`src/rtl/serial_adder.sv`:
```
// Bit-serial adder/subtractor: one full-adder cell, LSB first, one bit per clock.
// start/busy/done handshake; sum/cout/ovf are registered and held until the next completion.
module serial_adder #(
    parameter int WIDTH = 8,
    parameter int CW    = $clog2(WIDTH + 1)
) (
    input  logic             clk,
    input  logic             rst_n,
    input  logic             start,
    input  logic             sub,
    input  logic [WIDTH-1:0] a,
    input  logic [WIDTH-1:0] b,
    output logic             busy,
    output logic             done,
    output logic [WIDTH-1:0] sum,
    output logic             cout,
    output logic             ovf
);

    generate
        if (WIDTH < 2 || WIDTH > 32) begin : g_bad_width
            $error("serial_adder: WIDTH must be in 2..32");
        end
    endgenerate

    typedef enum logic [1:0] {IDLE, RUN, DONE} state_t;

    state_t           state, state_nxt;
    logic [WIDTH-1:0] ra, rb, res;
    logic             carry;
    logic [CW-1:0]    cnt;
    logic             accept, cnt_last;
    logic             h1_s, h1_c, h2_c, s, c;

    // Full adder as two half-adder stages on the current LSBs
    assign h1_s     = ra[0] ^ rb[0];
    assign h1_c     = ra[0] & rb[0];
    assign s        = h1_s ^ carry;
    assign h2_c     = h1_s & carry;
    assign c        = h1_c | h2_c;
    assign cnt_last = (cnt == CW'(WIDTH - 1));

    always_ff @(posedge clk or negedge rst_n) begin
        if (!rst_n) state <= IDLE;
        else        state <= state_nxt;
    end

    always_comb begin
        state_nxt = state;
        busy      = 1'b0;
        done      = 1'b0;
        accept    = 1'b0;
        case (state)
            IDLE: begin
                if (start) begin
                    accept    = 1'b1;
                    state_nxt = RUN;
                end
            end
            RUN: begin
                busy = 1'b1;
                if (cnt_last) state_nxt = DONE;
            end
            DONE: begin
                done = 1'b1;
                if (start) begin
                    accept    = 1'b1;
                    state_nxt = RUN;
                end else begin
                    state_nxt = IDLE;
                end
            end
            default: state_nxt = IDLE;
        endcase
    end

    always_ff @(posedge clk or negedge rst_n) begin
        if (!rst_n) begin
            ra    <= '0;
            rb    <= '0;
            res   <= '0;
            carry <= 1'b0;
            cnt   <= '0;
            sum   <= '0;
            cout  <= 1'b0;
            ovf   <= 1'b0;
        end else if (accept) begin
            // Subtraction as a + ~b + 1, the +1 entering as the initial carry
            ra    <= a;
            rb    <= sub ? ~b : b;
            carry <= sub;
            cnt   <= '0;
        end else if (state == RUN) begin
            ra    <= ra >> 1;
            rb    <= rb >> 1;
            res   <= {s, res[WIDTH-1:1]};
            carry <= c;
            cnt   <= cnt + CW'(1);
            if (cnt_last) begin
                // carry still holds the carry into the MSB here
                sum  <= {s, res[WIDTH-1:1]};
                cout <= c;
                ovf  <= carry ^ c;
            end
        end
    end

endmodule

```
`config.mk`:
```
export PLATFORM = sky130hd
export DESIGN_NAME = serial_adder
export DESIGN_NICKNAME = d
export VERILOG_FILES = /design/src/rtl/serial_adder.sv
export SDC_FILE = /design/constraint.sdc
export NUM_CORES = 1
export LEC_CHECK = 0
export BUFFER_PORTS_ARGS = -buffer_cell sky130_fd_sc_hd__clkbuf_2
export CORE_ASPECT_RATIO = 1.1
export CORE_MARGIN = 2
export CORE_UTILIZATION = 52
export CTS_CLUSTER_SIZE = 30
export DETAILED_ROUTE_END_ITERATION = 8
export PLACE_DENSITY = 0.84
export SLEW_MARGIN = 20
export SYNTH_ARGS = -nofsm -noshare
export SYNTH_HDL_FRONTEND = slang
export SYNTH_SLANG_ARGS = --single-unit
```
`constraint.sdc`:
```
create_clock -name clk -period 4.2 [get_ports clk]
set_clock_uncertainty 0.2 [all_clocks]
set_input_delay 0 -clock clk [delete_from_list [all_inputs] [get_ports clk]]
set_output_delay 0 -clock clk [all_outputs]
set_load 0.02 [all_outputs]
```
==> results.py, run 1 <==
metrics = {
    "run_status": {
        "status": "finished, final reports clean",
    },
    "global_route": {
        "grtUsageMet2_pct": 33.4,
        "antenna_found_initial": 0,
        "use_met1_pct": 23.5,
        "grt.overflow.total": 0,
        "track_usage_pct": 19.3,
        "busiest_layer": "met2",
        "grt_pass1_wl_um": 5680,
        "use_met3_pct": 5.31,
        "grt_pass1_vias": 1249,
        "grt_max_degree": 41,
    },
    "cts": {
        "clockRootBuffer": "clkbuf_4",
        "cts_sinks": 40,
        "cts_buffers": 5,
        "cts_resized": 0,
        "hold_buffers": 18,
        "cts_max_path_buffers": 2,
        "clk_latency_ns": 0.34,
        "cts_setup_buffers": 0,
        "cts_tree": "yes",
        "path_clk_slew_ns": 0.12,
        "cts_max_level": 2,
    },
    "die": {
        "pin_count": 32,
        "fp.dieW_um": 59.8,
        "coreArea_um2": 3300,
        "die_h_um": 65.3,
        "row_count": 22,
        "initial_core_util_pct": 53.8,
        "die-area_um2": 3900,
    },
    "synth": {
        "synth.most_common_cell": "dfrtp_1",
        "async_reset_ff_share_pct": 100,
        "seq_area_frac_synth_pct": 56.3,
        "syn_nets": 177,
        "synth-seq-cells": 40,
        "synth_area_per_cell_um2": 11.5,
        "ys.flop_type": "dfrtp_1",
        "synth_commonest_cells": "dfrtp_1 (40), nand2_1 (36), nor2_1 (14)",
        "synth_cells": 155,
        "ys_top_cells_by_area": "dfrtp_1 (56%), nand2_1 (7.6%), mux2_2 (6.3%), a221o_1 (3.9%), xnor2_1 (3.4%)",
        "ys_warn_count": 0,
        "synth.largest_area_cell": "dfrtp_1",
        "syn_area_um2": 1780,
        "yosysTopAreaCellShare_pct": 56.3,
        "synth_edf_count": 0,
        "synthDistinctLibCells": 29,
    },
    "drt": {
        "drtAntennaViolNets": 0,
        "drt-initial-drc-count": 41,
        "vias_per_cell": 5.35,
        "wire_per_inst_um": 14.2,
        "drc_errors": 0,
        "num_vias": 1279,
        "drt_wl_total_um": 3390,
        "drtPass1Iterations": 4,
    },
    "run": {
        "maxCapViolations": 0,
    },
    "placement": {
        "post-dp-hpwl_um": 2220,
        "post_dp_cell_area_um2": 1900,
        "gp_congestion": 0.780,
        "io_buffers": 31,
    },
    "finish": {
        "finalCoreUtilization_pct": 64.8,
        "area_growth_pct": 20.5,
        "layout-drive-gt1-share_pct": 26.6,
        "fin_nets": 224,
        "antenna_cells": 0,
        "post-route-cell-area_um2": 2140,
    },
    "power_and_ir_drop": {
        "irDropWorstVdd_mv": 0.319,
        "power_w": 0.00153,
        "p_per_area_nw_per_um2": 713,
        "p_leak_nw": 1.03,
    },
    "sta": {
        "relSlewSlack_pct": 38.5,
        "setup_tns_ns": 0,
        "tightestPinTransition_ns": 0.923,
        "hold_viol": 0,
        "fin_crit_sh_pct": 44.8,
        "fmax_mhz": 531,
        "setup-violations-final": 0,
        "grt_setup_unrepaired": "no",
        "holdWs_ns": 0.0171,
        "fin_crit_ns": 1.88,
        "report.final.slew_viol_count": 0,
    },
    "worst_setup_path": {
        "slowest_delay_ns": 0.52,
        "crit_arrival_ns": 1.93,
        "crit_path_top_delay_cell": "nor3_4",
        "end_kind": "register",
        "startpoint_type": "register",
        "cp_cell_sequence": "nand2b_4, nor3_4, mux2_2",
        "timing.rr.end": "sum[2]",
        "crit_required_ns": 4.25,
        "ff2ff_setup_slack_ns": 2.32,
        "regToRegStartpoint": "state[1]",
        "critPathMaxFanout": 20,
        "ff2ff_path_depth": 3,
        "critical_path_class": "reg2reg",
    },
    "hold_path": {
        "min_to": "carry",
        "worstHoldStart": "start",
        "holdPathStages": 4,
        "worstHoldPathType": "in2reg",
    },
}
==> how the worst max path moves through the flow <==
stage	depth (start not counted)	slack (ns)	end	start
4_1_cts	3	2.30	sum[3]	state[1]
3_3_place_gp	3	2.38	sum[6]	state[1]
3_5_place_dp	3	2.30	sum[2]	state[1]
5_1_grt	3	2.20	sum[2]	state[0]
6_report	3	2.32	sum[2]	state[1]
2_1_floorplan	3	2.63	ovf	ra[0]
==> state kept, by name (all words and copies together) (netlist names) <==
name,cells
sum,8
ra,8
ovf,1
carry,1
res,7
state,2
cout,1
cnt,4
rb,8
==> routing by layer <==
metal / up-vias / share of wire, %
li1: 620 / -
met1: 622 / 42
met2: 33 / 53
met3: 4 / 4.7
met4: 0 / 0.85
met5: - / 0
==> cell type report <==
type,instances,area [um2]
Clock buffer,6,51.3
Clock inverter,2,10.0
Fill cell,277,1160
Inverter,1,8.76
Multi-Input combinational cell,105,691
Sequential cell,40,1000
Tap cell,36,45.0
Timing Repair Buffer,49,335
==> layout by cell type (no fill, tap or decap), types with 2 or more instances in the layout <==
| cell type | count |
|---|---|
| a221o_1 | 7 |
| a22o_1 | 3 |
| a31oi_1 | 5 |
| clkbuf_2 | 31 |
| clkbuf_4 | 5 |
| clkinv_2 | 2 |
| dfrtp_1 | 40 |
| dlygate4sd3_1 | 18 |
| mux2_2 | 10 |
| mux2i_1 | 2 |
| nand2_1 | 36 |
| nand3_1 | 2 |
| nor2_1 | 14 |
| nor2b_1 | 2 |
| nor3_1 | 2 |
| o21ai_0 | 2 |
| o22ai_1 | 2 |
| xnor2_1 | 7 |
| xor2_1 | 2 |
==> cell families after synthesis <==
kind of cell	after synthesis	share of synthesized area, %
buffers and inverters	10	4.86
adders and majority gates	2	1.83
muxes	13	8.30
AOI/OAI and AO/OA	20	8.87
and+or+nand+nor	61	15.4
DFF	40	56.3
xor gates and xnor gates	9	4.43
==> critical path: cells and delay by family (launching register included) <==
kind             cells  cell delay (ns)
and+or+nand+nor      2             0.79
muxes                1             0.40
DFF                  1             0.39
==> where the power goes <==
part           switching (W)  internal, W
sequential          0.000124     0.000565
combinational       0.000362     0.000275
clock               0.000122    0.0000797
==> metrics by stage <==
stage,std cells,worst slack [ns]
floorplan,155,2.63
global placement,213,2.38
detailed placement,213,2.30
CTS,239,2.30
global route,239,2.20
finish,239,2.32
No activity file was read; power rests on OpenSTA's default activity.
==> run 2: changes to the inputs <==
- ABC_AREA: unset -> 1
- clock period: 4.2 -> 1.75 ns (I/O delays scaled with it)
==> run 2 against run 1 <==
Effect of this change:
- critical path depth increased by 1
- first-iteration DRC count increased by 100%
- hold slack got worse by 0.014 ns
- sequential share of layout area decreased by 5.4 points
- design area increased by 13%
- utilization increased by 3.0 points
- power increased to 2.6 times the previous value
- synthesized cell count increased by 50%
- clock-buffer cell count decreased by 1
- largest cell class unchanged
- largest power group is now combinational cells
==> results.py, run 2 <==
metrics = {
    "drt": {
        "drt-initial-drc-count": 82,
        "drtAntennaViolNets": 0,
        "vias_per_cell": 4.78,
        "wire_per_inst_um": 11.6,
        "drtPass1Iterations": 4,
        "drc_errors": 0,
        "drt_wl_total_um": 3940,
        "num_vias": 1624,
    },
    "cts": {
        "cts_max_path_buffers": 2,
        "cts_max_level": 2,
        "cts_sinks": 40,
        "clk_latency_ns": 0.29,
        "cts_setup_buffers": 0,
        "cts_tree": "yes",
        "path_clk_slew_ns": 0.07,
        "clockRootBuffer": "clkbuf_8",
        "cts_buffers": 5,
    },
    "global_route": {
        "grt_pass1_vias": 1540,
        "grt_pass1_wl_um": 6730,
        "track_usage_pct": 22.2,
        "grt_max_degree": 41,
        "antenna_found_initial": 0,
        "grt.overflow.total": 0,
    },
    "power_and_ir_drop": {
        "power_w": 0.00396,
        "irDropWorstVdd_mv": 0.737,
        "power_frac_seq_pct": 41.1,
        "p_leak_nw": 1.28,
        "power_switching_w": 0.00169,
        "clock_power_share_pct": 14.8,
        "swShare_pct": 42.7,
        "intPower_w": 0.00227,
        "pwr-share-comb_pct": 44.1,
        "p_per_area_nw_per_um2": 1640,
    },
    "synth": {
        "yosysTopAreaCellShare_pct": 52.8,
        "synth.most_common_cell": "nand2_1",
        "ys_top_cells_by_area": "dfrtp_1 (53%), nand2_1 (16%), nand3_1 (5.5%), nor2_1 (4.8%), inv_1 (4.4%)",
        "synth_commonest_cells": "nand2_1 (81), dfrtp_1 (40), nor2_1 (24)",
        "syn_area_um2": 1900,
        "syn_nets": 254,
        "synth-seq-cells": 40,
        "synth_cells": 232,
        "synth_area_per_cell_um2": 8.17,
        "synthDistinctLibCells": 21,
        "ys.flop_type": "dfrtp_1",
        "async_reset_ff_share_pct": 100,
        "ys_warn_count": 0,
        "synth.largest_area_cell": "dfrtp_1",
        "synth_edf_count": 0,
        "seq_area_frac_synth_pct": 52.8,
    },
    "worst_setup_path": {
        "critPathMaxFanout": 12,
        "cp_cell_sequence": "inv_2, nor2_4, buf_4, clkbuf_2",
        "crit_required_ns": 1.55,
        "slowest_delay_ns": 0.45,
        "end_kind": "primary output",
        "crit_arrival_ns": 1.43,
        "startpoint_type": "register",
        "cp_top_family": "buffers and inverters",
        "crit_buf_inv": 3,
        "critical_path_class": "reg2out",
        "crit_path_top_delay_cell": "dfrtp_1",
    },
    "sta": {
        "hold_viol": 0,
        "fin_crit_sh_pct": 93.1,
        "report.final.slew_viol_count": 0,
        "fin_crit_ns": 1.63,
        "holdWs_ns": 0.00296,
        "relSlewSlack_pct": 67.4,
        "setup-violations-final": 0,
        "setup_slack_ns": 0.122,
        "grt_setup_unrepaired": "no",
        "setup_tns_ns": 0,
        "tightestPinTransition_ns": 0.489,
        "fmax_mhz": 614,
    },
    "die": {
        "initial_core_util_pct": 53.1,
        "pin_count": 32,
        "die-area_um2": 4140,
        "coreArea_um2": 3570,
        "row_count": 23,
        "die_h_um": 67.3,
        "fp.dieW_um": 61.6,
    },
    "placement": {
        "io_buffers": 31,
        "pre_cts_slack_ns": 0.241,
        "gp_congestion": 0.760,
        "post-dp-hpwl_um": 2350,
    },
    "run_status": {
        "status": "finished, final reports clean",
    },
    "finish": {
        "fin_nets": 312,
        "layout-drive-gt1-share_pct": 19.7,
        "final_cell_mix": "nand2_1 (81), dfrtp_1 (40), clkbuf_2 (31)",
        "nFillCells": 304,
        "mostFrequentLayoutCell": "nand2_1",
        "antenna_cells": 0,
        "area_growth_pct": 27.7,
        "largestRegisters": "ra (8), rb (8), sum (8)",
    },
    "run": {
        "maxCapViolations": 0,
    },
    "hold_path": {
        "worstHoldPathType": "in2reg",
    },
}
==> run 2: metal layers <==
layer  GRT usage, %  vias up  part of all wire (%)
met1           28.9      748                    44
met2           36.2       38                    50
met5              0        -                     0
met4           6.65        0                   1.3
met3           5.75        6                   4.2
li1               -      832                     -
==> run 2: repair_timing <==
action / 4_1_cts / 5_1_grt
hold buffers: 24 / 0
resized for setup: 0 / 0
setup endpoints to repair: 0 / 0
hold endpoints to repair: 56 / 0
==> run 2: cell type report <==
class | count | area [um2] | area share (%)
sequential | 40 | 1000 | 41.3
multi-input combinational | 160 | 748 | 30.9
timing repair buffer | 59 | 438 | 18.1
inverter | 24 | 90.1 | 3.72
clock buffer | 5 | 68.8 | 2.84
tap | 50 | 62.6 | 2.58
clock inverter | 2 | 12.5 | 0.517
==> run 2: cell families (layout without fill, tap and decap cells) <==
group / after synthesis / in the layout / synth area share, %
XOR/XNOR: 2 / 2 / 0.924
buffers and inverters: 32 / 90 / 7.72
AND/OR/NAND/NOR: 132 / 132 / 28.9
adder cells (fa/ha/maj): 2 / 2 / 1.72
flip-flops: 40 / 40 / 52.8
AO/OA/AOI/OAI: 24 / 24 / 7.92
==> run 2: power groups by stage <==
stage	clock (W)	sequential [W]	combinational, W
4_1_cts	0.000588	0.00162	0.00175
3_5_place_dp	0	0.00163	0.00169
3_3_place_gp	0	0.00162	0.00165
5_1_grt	0.000639	0.00167	0.00200
6_report	0.000585	0.00163	0.00175
2_1_floorplan	0	0.00171	0.00117
==> run 2: tightest hold or removal path: stages <==
cell      delay (ns)
clkbuf_2        0.20
xnor2_1         0.19
o21ai_0         0.06
==> run 2: worst paths after layout <==
check,startpoint,end,slack (ns),depth (start not counted)
max,state[0],busy,0.12,4
min,sub,rb[7],0.003,3
max reg2reg,cnt[0],sum[4],0.20,6
min reg2reg,ovf,ovf,0.29,2
max in group asynchronous,rst_n,cout,0.92,3
min in group asynchronous,rst_n,ra[3],0.09,3
==> run 2: metrics by stage <==
step	utilization [%]	cell area, um2	cells
after detailed placement	58.8	2100	309
after global placement	58.8	2100	309
after floorplan	-	1900	232
after global routing	67.8	2420	340
after CTS	67.8	2420	340
final	67.8	2420	340
==> run 3: changes to the inputs <==
- RECOVER_POWER: unset -> 50
==> run 3 against run 2 <==
Effect of this change:
- first-iteration DRC count fell by 4.9%
- hold slack barely moved
- power fell by 0.42%
- via count fell by 0.12%
- sequential power barely moved
- sequential cell count did not move
- final cell count did not move
- combinational power barely moved
- critical path type unchanged
- largest cell class unchanged
==> results.py, run 3 (synthesis gave the netlist of run 2 again) <==
metrics = {
    "worst_setup_path": {
        "crit_required_ns": 1.55,
        "regToRegStartpoint": "cnt[0]",
        "crit_buf_inv": 3,
        "slowest_delay_ns": 0.45,
        "cp_cell_sequence": "inv_2, nor2_4, buf_4, clkbuf_2",
        "critPathMaxFanout": 12,
        "crit_arrival_ns": 1.43,
        "end_kind": "primary output",
        "crit_path_top_delay_cell": "dfrtp_1",
        "ff2ff_setup_slack_ns": 0.20,
        "cp_top_family": "buffers and inverters",
        "ff2ff_path_depth": 6,
        "critical_path_class": "reg2out",
        "timing.rr.end": "sum[4]",
        "startpoint_type": "register",
    },
    "global_route": {
        "antenna_found_initial": 0,
        "grt_max_degree": 41,
        "grt_pass1_vias": 1540,
        "track_usage_pct": 22.2,
        "grt_pass1_wl_um": 6730,
        "grt.overflow.total": 0,
    },
    "run_status": {
        "status": "finished, final reports clean",
    },
    "sta": {
        "fin_crit_ns": 1.63,
        "report.final.slew_viol_count": 0,
        "setup_tns_ns": 0,
        "grt_setup_unrepaired": "no",
        "tightestPinTransition_ns": 0.950,
        "setup-violations-final": 0,
        "fin_crit_sh_pct": 93.0,
        "holdWs_ns": 0.00260,
        "hold_viol": 0,
        "relSlewSlack_pct": 36.7,
        "fmax_mhz": 615,
    },
    "hold_path": {
        "worstHoldStart": "sub",
        "holdPathStages": 3,
        "worstHoldPathType": "in2reg",
        "min_to": "rb[7]",
    },
    "cts": {
        "cts_buffers": 5,
        "clk_latency_ns": 0.29,
        "cts_tree": "yes",
        "cts_max_level": 2,
        "cts_resized": 0,
        "cts_sinks": 40,
        "clockRootBuffer": "clkbuf_8",
        "path_clk_slew_ns": 0.07,
        "cts_setup_buffers": 0,
        "cts_max_path_buffers": 2,
    },
    "drt": {
        "wire_per_inst_um": 11.6,
        "vias_per_cell": 4.77,
        "num_vias": 1622,
        "drt-initial-drc-count": 78,
        "drtPass1Iterations": 4,
        "drtAntennaViolNets": 0,
        "drt_wl_total_um": 3950,
        "drc_errors": 0,
    },
    "placement": {
        "gp_congestion": 0.760,
        "post-dp-hpwl_um": 2350,
        "io_buffers": 31,
        "post_dp_cell_area_um2": 2100,
    },
    "finish": {
        "largestRegisters": "ra (8), rb (8), sum (8)",
        "final_cell_mix": "nand2_1 (81), dfrtp_1 (40), clkbuf_2 (26)",
        "finalCoreUtilization_pct": 67.6,
        "layout-drive-gt1-share_pct": 17.6,
        "area_growth_pct": 27.2,
        "antenna_cells": 0,
        "fin_nets": 312,
        "post-route-cell-area_um2": 2410,
        "mostFrequentLayoutCell": "nand2_1",
    },
    "power_and_ir_drop": {
        "p_per_area_nw_per_um2": 1640,
        "irDropWorstVdd_mv": 0.737,
        "p_leak_nw": 1.26,
    },
    "run": {
        "maxCapViolations": 0,
    },
    "die": {
        "pin_count": 32,
        "coreArea_um2": 3570,
        "fp.dieW_um": 61.6,
        "die-area_um2": 4140,
        "initial_core_util_pct": 53.1,
        "row_count": 23,
        "die_h_um": 67.3,
    },
}
-- run 3: cell types whose count changed in the layout (fill, tap and decap cells not counted) --
cell	previous run	this run
buf_4	3	2
clkbuf_1	0	6
clkbuf_2	31	26
-- run 3: cell type report --
type                    instances  area [um2]
fillers                       305        1160
flip-flops and latches         40        1000
multi-input cells             160         748
repair buffers                 59         428
inverters                      24        90.1
clock buffers                   5        68.8
well taps                      50        62.6
clock inverters                 2        12.5
-- run 3: worst min-delay path, delay by kind of cell --
family / cells / cell delay [ns]
xor+xnor: 1 / 0.19
compound gates: 1 / 0.06
buf+inv: 1 / 0.20
-- run 3: layer usage --
layer	wire length [um]	part of all wire (%)	GRT usage [%]	vias up
li1	-	-	-	833
met1	1760	44	28.9	747
met2	1970	50	36.2	36
met3	171	4.3	5.75	6
met4	50	1.3	6.65	0
met5	0	0	0	-
-- run 3: stage by stage --
| step | power, W | worst slack [ns] | instances |
|---|---|---|---|
| final | 0.00394 | 0.123 | 340 |
| after global routing | 0.00429 | 0.0396 | 340 |
| after CTS | 0.00395 | 0.118 | 340 |
| after detailed placement | 0.00332 | 0.241 | 309 |
| after global placement | 0.00326 | 0.277 | 309 |
| after floorplan | 0.00288 | 0.295 | 232 |
-- run 3: power by group --
group | switching (W) | internal, W | leakage [nW]
logic | 0.00110 | 0.000626 | 0.722
registers | 0.000270 | 0.00136 | 0.501
clock network | 0.000315 | 0.000270 | 0.0400
-- run 3: what timing repair did --
item / CTS / global route
hold buffers: 24 / 0
endpoints found under the hold margin: 56 / 0
setup endpoints to repair: 0 / 0
-- run 3: worst max path at each step --
stage                        start      to  depth (start not counted)
final                     state[0]    busy                          4
after global routing      state[0]    busy                          4
after CTS                 state[0]    busy                          4
after detailed placement    cnt[0]  sum[4]                          6
after global placement      cnt[0]  sum[3]                          6
after floorplan             cnt[0]     ovf                          7
